`src/rtl/stage_sequencer.sv`:
```
// Multi-cycle Y86 instruction sequencer: steps one instruction at a time through the
// fetch/decode/execute/memory/writeback/PC-update stages and drives the datapath enables.
module stage_sequencer #(
  parameter int MEM_TIMEOUT = 15,
  parameter int CNT_W       = 32
) (
  input  logic             clk_i,
  input  logic             rst_n_i,
  input  logic             start_i,
  input  logic [3:0]       icode_i,
  input  logic             instr_valid_i,
  input  logic             imem_error_i,
  input  logic             cnd_i,
  input  logic             dmem_ready_i,
  input  logic             dmem_error_i,
  output logic             fetch_en_o,
  output logic             decode_en_o,
  output logic             exec_en_o,
  output logic             mem_en_o,
  output logic             wb_en_o,
  output logic             dmem_req_o,
  output logic             regwe_e_o,
  output logic             regwe_m_o,
  output logic             cc_we_o,
  output logic             pc_we_o,
  output logic [2:0]       stat_o,
  output logic             busy_o,
  output logic [CNT_W-1:0] retired_o
);

  typedef enum logic [2:0] {
    IDLE, FETCH, DECODE, EXECUTE, MEMORY, WRITEBACK, PCUPD, HALTED
  } state_t;

  localparam logic [2:0] STAT_AOK = 3'd1;
  localparam logic [2:0] STAT_HLT = 3'd2;
  localparam logic [2:0] STAT_ADR = 3'd3;
  localparam logic [2:0] STAT_INS = 3'd4;

  localparam int WAIT_W = (MEM_TIMEOUT > 1) ? $clog2(MEM_TIMEOUT) : 1;
  localparam logic [WAIT_W-1:0] WAIT_LAST = WAIT_W'(MEM_TIMEOUT - 1);

  state_t            state, nextState;
  logic [2:0]        faultCode;
  logic [3:0]        icodeQ;
  logic              cndQ;
  logic [WAIT_W-1:0] waitCnt;
  logic [2:0]        statQ;
  logic [CNT_W-1:0]  retiredQ;

  // mrmovq, rmmovq, call, ret, pushq, popq touch data memory
  function automatic logic isMemOp(input logic [3:0] icode);
    return icode inside {4'h4, 4'h5, 4'h8, 4'h9, 4'hA, 4'hB};
  endfunction

  function automatic logic writesValE(input logic [3:0] icode, input logic cnd);
    return (icode inside {4'h3, 4'h6, 4'h8, 4'h9, 4'hA, 4'hB}) || (icode == 4'h2 && cnd);
  endfunction

  function automatic logic writesValM(input logic [3:0] icode);
    return icode inside {4'h5, 4'hB};
  endfunction

  always_comb begin
    nextState = state;
    faultCode = STAT_AOK;
    case (state)
      IDLE:      if (start_i) nextState = FETCH;
      // The latch is being loaded this cycle, so the halt check looks at the live icode.
      FETCH: begin
        if (imem_error_i) begin
          nextState = HALTED;
          faultCode = STAT_ADR;
        end else if (!instr_valid_i) begin
          nextState = HALTED;
          faultCode = STAT_INS;
        end else if (icode_i == 4'h0) begin
          nextState = HALTED;
          faultCode = STAT_HLT;
        end else begin
          nextState = DECODE;
        end
      end
      DECODE:    nextState = EXECUTE;
      EXECUTE:   nextState = isMemOp(icodeQ) ? MEMORY : WRITEBACK;
      MEMORY: begin
        if (dmem_ready_i) begin
          nextState = dmem_error_i ? HALTED : WRITEBACK;
          faultCode = dmem_error_i ? STAT_ADR : STAT_AOK;
        end else if (waitCnt == WAIT_LAST) begin
          nextState = HALTED;
          faultCode = STAT_ADR;
        end
      end
      WRITEBACK: nextState = PCUPD;
      PCUPD:     nextState = FETCH;
      HALTED:    nextState = HALTED;
      default:   nextState = IDLE;
    endcase
  end

  always_ff @(posedge clk_i or negedge rst_n_i) begin
    if (!rst_n_i) begin
      state    <= IDLE;
      icodeQ   <= 4'h0;
      cndQ     <= 1'b0;
      waitCnt  <= '0;
      statQ    <= STAT_AOK;
      retiredQ <= '0;
    end else begin
      state <= nextState;
      if (state == FETCH)   icodeQ <= icode_i;
      if (state == EXECUTE) cndQ   <= cnd_i;
      // Counter is held at zero outside MEMORY so every entry starts a fresh wait.
      waitCnt <= (state == MEMORY) ? waitCnt + 1'b1 : '0;
      if (nextState == HALTED && state != HALTED) statQ <= faultCode;
      if (state == PCUPD) retiredQ <= retiredQ + CNT_W'(1);
    end
  end

  assign fetch_en_o  = (state == FETCH);
  assign decode_en_o = (state == DECODE);
  assign exec_en_o   = (state == EXECUTE);
  assign mem_en_o    = (state == MEMORY);
  assign wb_en_o     = (state == WRITEBACK);
  assign dmem_req_o  = (state == MEMORY);
  assign cc_we_o     = (state == EXECUTE) && (icodeQ == 4'h6);
  assign regwe_e_o   = (state == WRITEBACK) && writesValE(icodeQ, cndQ);
  assign regwe_m_o   = (state == WRITEBACK) && writesValM(icodeQ);
  assign pc_we_o     = (state == PCUPD);
  assign stat_o      = statQ;
  assign busy_o      = (state != IDLE) && (state != HALTED);
  assign retired_o   = retiredQ;

endmodule

```
`config.mk`:
```
export PLATFORM = sky130hd
export DESIGN_NAME = stage_sequencer
export DESIGN_NICKNAME = d
export VERILOG_FILES = /design/src/rtl/stage_sequencer.sv
export SDC_FILE = /design/constraint.sdc
export NUM_CORES = 1
export LEC_CHECK = 0
export BUFFER_PORTS_ARGS = -buffer_cell sky130_fd_sc_hd__buf_4
export CORE_MARGIN = 2
export CORE_UTILIZATION = 43
export DETAILED_ROUTE_END_ITERATION = 10
export GPL_TIMING_DRIVEN = 0
export PLACE_DENSITY = 0.67
export SLEW_MARGIN = 20
export SYNTH_ARGS = -nofsm -noshare
export SYNTH_HDL_FRONTEND = slang
export SYNTH_SLANG_ARGS = --single-unit
export TNS_END_PERCENT = 100
```
`constraint.sdc`:
```
create_clock -name clk_i -period 2.6 [get_ports clk_i]
set_input_delay 0.52 -clock clk_i [delete_from_list [all_inputs] [get_ports clk_i]]
set_output_delay 0.52 -clock clk_i [all_outputs]
set_load 0.03 [all_outputs]
```
==> impl_results.md, run 1 <==
- Port bufs: 57
- Syn_nets: 237
- Vias: 1868
- All-Layer GR Usage: 0.179
- Worst path slowest cell: or3_1
- Global-route wire length before repair: 8.51 mm
- Detailed Place HPWL: 3.55 mm
- Most frequent cells in the layout: buf_4 (58), dfrtp_1 (46), xnor2_1 (29)
- Chip width: 77.7 um
- Skew final: 0.00993 ns
- Cell family with most CP delay: simple AND/OR/NAND/NOR gates
- Max Freq: 0.419 GHz
- Finish-stage setup viols: 0
- Outcome: complete, no violations
- Iteration-0 DRC Markers: 81
- Internal Power: 1.54 mW
- Pre-antenna DRT Iters: 4
- Slew Limit Fails: 0
- Post-synthesis cell count: 222
- CP arrival: 1.86 ns
- Worst-margin pin slew: 0.638 ns
- Max-cap violations: 0
- TritonCTS clock tree: yes
- Worst VDD drop: 0.442 mV
- Die area: 6040 um2
- Seq. cell area: 1180 um2
- Clock power frac: 0.207
- ANT cells: 0
- Final #Nets: 301
- Sw Pwr: 0.942 mW
- Sink Count: 47
- Fillers: 466
- Clk root buf: clkbuf_8
- Grt ovf: 0
- Net Sw Frac: 0.379
- CORE AREA: 5170 um2
- Syn_area_per_cell: 10.5 um2
- Crit-path max FO: 10
- Largest net degree at the start of global routing: 48
- Kind of critical path: reg -> out
- Pwr/cell area: 841 nW/um2
- Share of layout cells above drive strength 1: 0.280
- Final Hold Fails: 0
- Worst Hold Class: in -> async
- Placer Congestion: 0.818
- Leak: 1.44 nW
- Clock slew seen by the registers of the worst setup and hold paths: 0.09 ns
- Startpoint Class: register
- Period utilization: 0.917
- Routed WL per cell: 13.7 um
- Area growth from synthesis to layout: 26.5%
- Vias in the first global route: 1741
- Crit end category: output pin
- Final min period: 2.38 ns
- Syn Std Cell Area: 2340 um2
- Yosys warns: 0
- Htree depth: 2
- CP Data Required Time: 2.08 ns
- Commonest non-fill, non-tap cell in the layout: buf_4
- Sequential-to-total area share from yosys stat: 0.504
- Final WL: 4.87 mm
- Post-synth cell types: 39
- CTS max path bufs: 2
- CP max stage delay: 0.45 ns
- Crit. Startpoint: state[1]
- I/O pin cnt: 58
- Dpl cells: 349
- Non-filler cells, final: 356
- Initial Util: 0.452
- Row cnt: 26
- Multi-input gate area: 1060 um2
- DRC: 0
- Yosys reg bits: 47
- RSZ-0062 raised after global routing: no
- Clk_lat worst skew: 0.30 ns
- Flop pwr share: 0.403
- Die Ht: 77.7 um
- Worst reg2reg startpoint: state[1]
- Slew headroom: 0.571
- Vias/cell: 5.25
- Combinational share of power: 0.390
- Number of routed nets with antenna violations: 0
- TritonCTS Buffers: 5
- Crit-path cells: buf_2, inv_1, or3_1, nor4_1, buf_4
- Setup Total Neg Slack: 0 ns
- WP buf/inv: 3
- Initial antenna violation count: 0
[state kept, by name, summed over array words and instances, names as in the netlist]
name / flops
retired_o: 32
stat_o: 3
cndQ: 1
waitCnt: 4
state: 3
icodeQ: 4
[kinds of logic (layout without fill, tap and decap cells)]
| group | after synthesis | after routing | synth area share |
|---|---|---|---|
| mux | 5 | 5 | 0.0241 |
| fa+ha+maj | 3 | 3 | 0.0161 |
| compound gates | 16 | 16 | 0.0600 |
| simple gates | 96 | 96 | 0.228 |
| xor+xnor | 34 | 34 | 0.127 |
| buf+inv | 21 | 85 | 0.0412 |
| flops | 47 | 47 | 0.504 |
[synth_stat cells, drive strengths merged]
| cell | number | area (um2) |
|---|---|---|
| dfrtp | 46 | 1150 |
| xnor2 | 29 | 254 |
| nand3 | 17 | 85.1 |
| nand4 | 16 | 100 |
| nor2 | 15 | 56.3 |
| inv | 12 | 45.0 |
| nand2 | 12 | 45.0 |
| and3 | 9 | 56.3 |
| nor3 | 6 | 30.0 |
| clkbuf | 5 | 28.8 |
| mux2 | 5 | 56.3 |
| xor2 | 5 | 43.8 |
| and2 | 4 | 25.0 |
| buf | 4 | 22.5 |
| a21oi | 3 | 15.0 |
| ha | 3 | 37.5 |
| nor2b | 3 | 18.8 |
| nor4 | 3 | 25.0 |
| o21ai | 3 | 15.0 |
| and4 | 2 | 17.5 |
| nand2b | 2 | 12.5 |
| nand4b | 2 | 17.5 |
| o211a | 2 | 20.0 |
| or3 | 2 | 12.5 |
| a2111oi | 1 | 27.5 |
| a211oi | 1 | 7.51 |
| a21o | 1 | 7.51 |
| a311oi | 1 | 8.76 |
| a31oi | 1 | 6.26 |
| dfstp | 1 | 26.3 |
| nand3b | 1 | 11.3 |
| nor3b | 1 | 7.51 |
| o221ai | 1 | 15.0 |
| o311ai | 1 | 8.76 |
| o31a | 1 | 8.76 |
| or4 | 1 | 11.3 |
[stage by stage]
step	power, mW	hold slack (ns)	utilization	setup WS [ns]	area [um2]
3_3_place_gp	1.98	0.455	0.552	0.505	2850
4_1_cts	2.51	0.243	0.571	0.158	2960
3_5_place_dp	1.99	0.459	0.552	0.492	2850
6_report	2.49	0.224	0.572	0.216	2960
5_1_grt	2.64	0.262	0.572	0.0166	2960
2_1_floorplan	1.67	0.224	-	0.0880	2340
[power by group through the flow]
stage | clock, mW | sequential (mW) | combinational (mW)
finish | 0.514 | 1.00 | 0.968
global route | 0.573 | 1.03 | 1.05
CTS | 0.528 | 1.00 | 0.980
detailed placement | 0 | 1.02 | 0.977
global placement | 0 | 1.01 | 0.963
floorplan | 0 | 1.11 | 0.557
[routing by layer]
| metal | vias to the layer above | track usage | part of all wire |
|---|---|---|---|
| met4 | 0 | 0.0696 | 0.020 |
| met5 | - | 0 | 0 |
| li1 | 902 | - | - |
| met2 | 50 | 0.270 | 0.47 |
| met3 | 8 | 0.0453 | 0.054 |
| met1 | 908 | 0.247 | 0.45 |
[final cells by class]
type                       instances  share of cell area
clock inverter                     1              0.0102
timing repair buffer              57               0.145
multi-input combinational        154               0.360
buffer                             9              0.0178
clock buffer                       6              0.0245
tap                               70              0.0296
sequential                        47               0.398
inverter                          12              0.0152
[repair_timing]
action | 4_1_cts | 5_1_grt
resized for setup | 0 | 2
hold buffers | 0 | 0
setup endpoints to repair | 0 | 1
buffers inserted | 0 | 0
[worst paths after layout]
check	end	slack, ns	cells after the start
worst max-delay path	cc_we_o	0.22	5
worst min-delay path	retired_o[4]	0.22	1
worst max register to register	retired_o[30]	0.74	6
worst min register to register	stat_o[0]	0.46	2
max in group asynchronous	state[2]	1.97	1
min in group clk_i	cndQ	0.46	2
Note: power is estimated with default switching activity, not from simulation.
==> run 2, diff against run 1 <==
ABC_AREA = 1   (was default)
BUFFER_PORTS_ARGS = -buffer_cell sky130_fd_sc_hd__buf_2   (was -buffer_cell sky130_fd_sc_hd__buf_4)
PLACE_DENSITY = default   (was 0.67)
clock period = 2.83 ns   (was 2.6 ns; I/O delays follow)
==> run 2 against run 1 <==
Net effect:
- critical path depth up 1
- synthesized cell count rose by 75%
- die area increased by 21%
- design area grew 13%
- final cell count grew 49%
- setup slack better by 0.29 ns
- sequential power is 8% lower
- clock skew shrank 0.0032 ns
- clock power fell by 12%
- first-iteration DRC count increased by 52%
- combinational power grew 6%
- routed wire length grew 32%
- critical endpoint is now pc_we_o
==> impl_results.md, run 2 <==
- Syn_area_per_cell: 7.36 um2
- Die area: 7310 um2
- Number of synthesized flops with an enable pin: 0
- Global-route wire length before repair: 11.2 mm
- Sequential-to-total area share from yosys stat: 0.413
- Worst VDD drop: 0.600 mV
- Flop pwr share: 0.383
- Final Hold Fails: 0
- Final Util: 0.523
- Most frequent cells in the layout: nand2_1 (144), buf_2 (59), nor2_1 (49)
- Main synth FF type: dfrtp_1
- Leak: 1.79 nW
- Clock slew seen by the registers of the worst setup and hold paths: 0.09 ns
- Worst-margin pin slew: 0.611 ns
- CTS resizes: 0
- I/O pin cnt: 58
- Commonest cells in the netlist: nand2_1 (144), nor2_1 (49), dfrtp_1 (46), inv_1 (41), nand3_1 (20)
- Htree depth: 2
- Clock power frac: 0.189
- Commonest non-fill, non-tap cell in the layout: nand2_1
- Sink Count: 47
- Final #Nets: 467
- Clk root buf: clkbuf_8
- Yosys reg bits: 47
- Largest area contributor in the netlist: dfrtp_1
- Placer Congestion: 0.865
- Grt ovf: 0
- TritonCTS Buffers: 5
- Non-filler cells, final: 530
- Crit-path cells: inv_2, nand3_4, buf_6, inv_1, buf_2, buf_2
- Syn Std Cell Area: 2850 um2
- DRC: 0
- CP arrival: 1.76 ns
- Iteration-0 DRC Markers: 123
- Max Freq: 0.430 GHz
- Combinational share of power: 0.428
- Outcome: complete, no violations
- Post-CTS Setup Bufs: 0
- Routed WL per cell: 12.1 um
- Area growth from synthesis to layout: 17.0%
- Vias/cell: 4.83
- Cell family with most CP delay: buffers and inverters
- Net Sw Frac: 0.443
- Setup Total Neg Slack: 0 ns
- Share of layout cells above drive strength 1: 0.212
- Internal Power: 1.34 mW
- Proportion of netlist area held by the largest area contributor: 0.403
- Pwr/cell area: 718 nW/um2
- Worst reg2reg startpoint: retired_o[1]
- Worst Hold Class: in -> async
- All-Layer GR Usage: 0.191
- ANT cells: 0
- Cells taking the most area after synthesis: dfrtp_1 (40%), nand2_1 (19%), nor2_1 (6.4%)
- WP buf/inv: 5
- Crit end category: output pin
- Worst hold slack: 0.263 ns
- CP most frequent cell: buf_2
- Final min period: 2.32 ns
- Startpoint Class: register
- TritonCTS clock tree: yes
- Yosys warns: 0
- Port bufs: 57
- Pre-antenna DRT Iters: 4
- Post-synth cell types: 33
- Vias in the first global route: 2496
- Row cnt: 29
- Vias: 2559
- Syn_nets: 403
- Post-synthesis cell count: 388
- Chip width: 85.5 um
- Skew final: 0.00670 ns
- CTS max path bufs: 2
- Largest net degree at the start of global routing: 48
- Die Ht: 85.5 um
- Post-synth ARST share: 1.00
- Initial Util: 0.447
- CP Data Required Time: 2.26 ns
- RSZ-0062 raised after global routing: no
- Fillers: 651
- Number of routed nets with antenna violations: 0
- Period utilization: 0.821
- Hold_buf cts: 0
- Detailed Place HPWL: 4.98 mm
- Worst R2R Setup Slack: 1.14 ns
- Final WL: 6.41 mm
- R2r endpoint: retired_o[14]
- Kind of critical path: reg -> out
- Sw Pwr: 1.06 mW
- CP max stage delay: 0.44 ns
- Top-count cell post-synth: nand2_1
- Crit-path max FO: 10
- Max reg flops: 32
- Max-cap violations: 0
- CORE AREA: 6390 um2
- Clk_lat worst skew: 0.30 ns
- Worst r2r path cells: 7
- Worst path slowest cell: dfrtp_1
- Slew headroom: 0.592
- Initial antenna violation count: 0
- Dpl cells: 522
- Slew Limit Fails: 0
- Finish-stage setup viols: 0
[run 2: kinds of logic (layout without fill, tap and decap cells)]
| family | count (synthesis) | in the layout | share of synthesized area |
|---|---|---|---|
| buf+inv | 51 | 116 | 0.0736 |
| xor+xnor | 23 | 23 | 0.0706 |
| flops | 47 | 47 | 0.413 |
| fa+ha+maj | 3 | 3 | 0.0132 |
| compound gates | 12 | 12 | 0.0259 |
| simple gates | 252 | 252 | 0.404 |
[run 2: power by group through the flow]
| stage | combinational [mW] | clock (mW) | sequential [mW] |
|---|---|---|---|
| global route | 1.13 | 0.493 | 0.940 |
| finish | 1.03 | 0.453 | 0.918 |
| global placement | 1.03 | 0 | 0.928 |
| detailed placement | 1.04 | 0 | 0.929 |
| CTS | 1.04 | 0.469 | 0.918 |
| floorplan | 0.669 | 0 | 1.03 |
[run 2: worst max path at each step]
stage | startpoint | end | slack (ns) | depth (start not counted)
after detailed placement | state[0] | pc_we_o | 0.84 | 6
after global routing | state[0] | pc_we_o | 0.40 | 6
after floorplan | state[1] | regwe_e_o | 0.56 | 6
after CTS | state[0] | pc_we_o | 0.49 | 6
after global placement | state[0] | pc_we_o | 0.84 | 6
final | state[0] | pc_we_o | 0.51 | 6
[run 2: layout make-up]
class                   instances  area (um2)  area share
flip-flops and latches         47        1180       0.353
clock buffers                   8         100      0.0300
inverters                      44         165      0.0495
plain buffers                   7        45.0      0.0135
well taps                      77        96.3      0.0289
multi-input cells             290        1470       0.439
repair buffers                 57         288      0.0862
[run 2: routing by layer]
| metal | share of wire | global-route usage | vias up |
|---|---|---|---|
| met1 | 0.47 | 0.243 | 1175 |
| met3 | 0.037 | 0.0360 | 6 |
| met5 | 0 | 0 | - |
| met2 | 0.48 | 0.336 | 44 |
| met4 | 0.010 | 0.0433 | 0 |
| li1 | - | - | 1334 |
[run 2: stage by stage]
stage               power (mW)  area (um2)  worst slack, ns
floorplan                 1.69        2850            0.556
global placement          1.96        3240            0.837
detailed placement        1.96        3240            0.837
CTS                       2.43        3340            0.492
global route              2.57        3340            0.397
finish                    2.40        3340            0.506
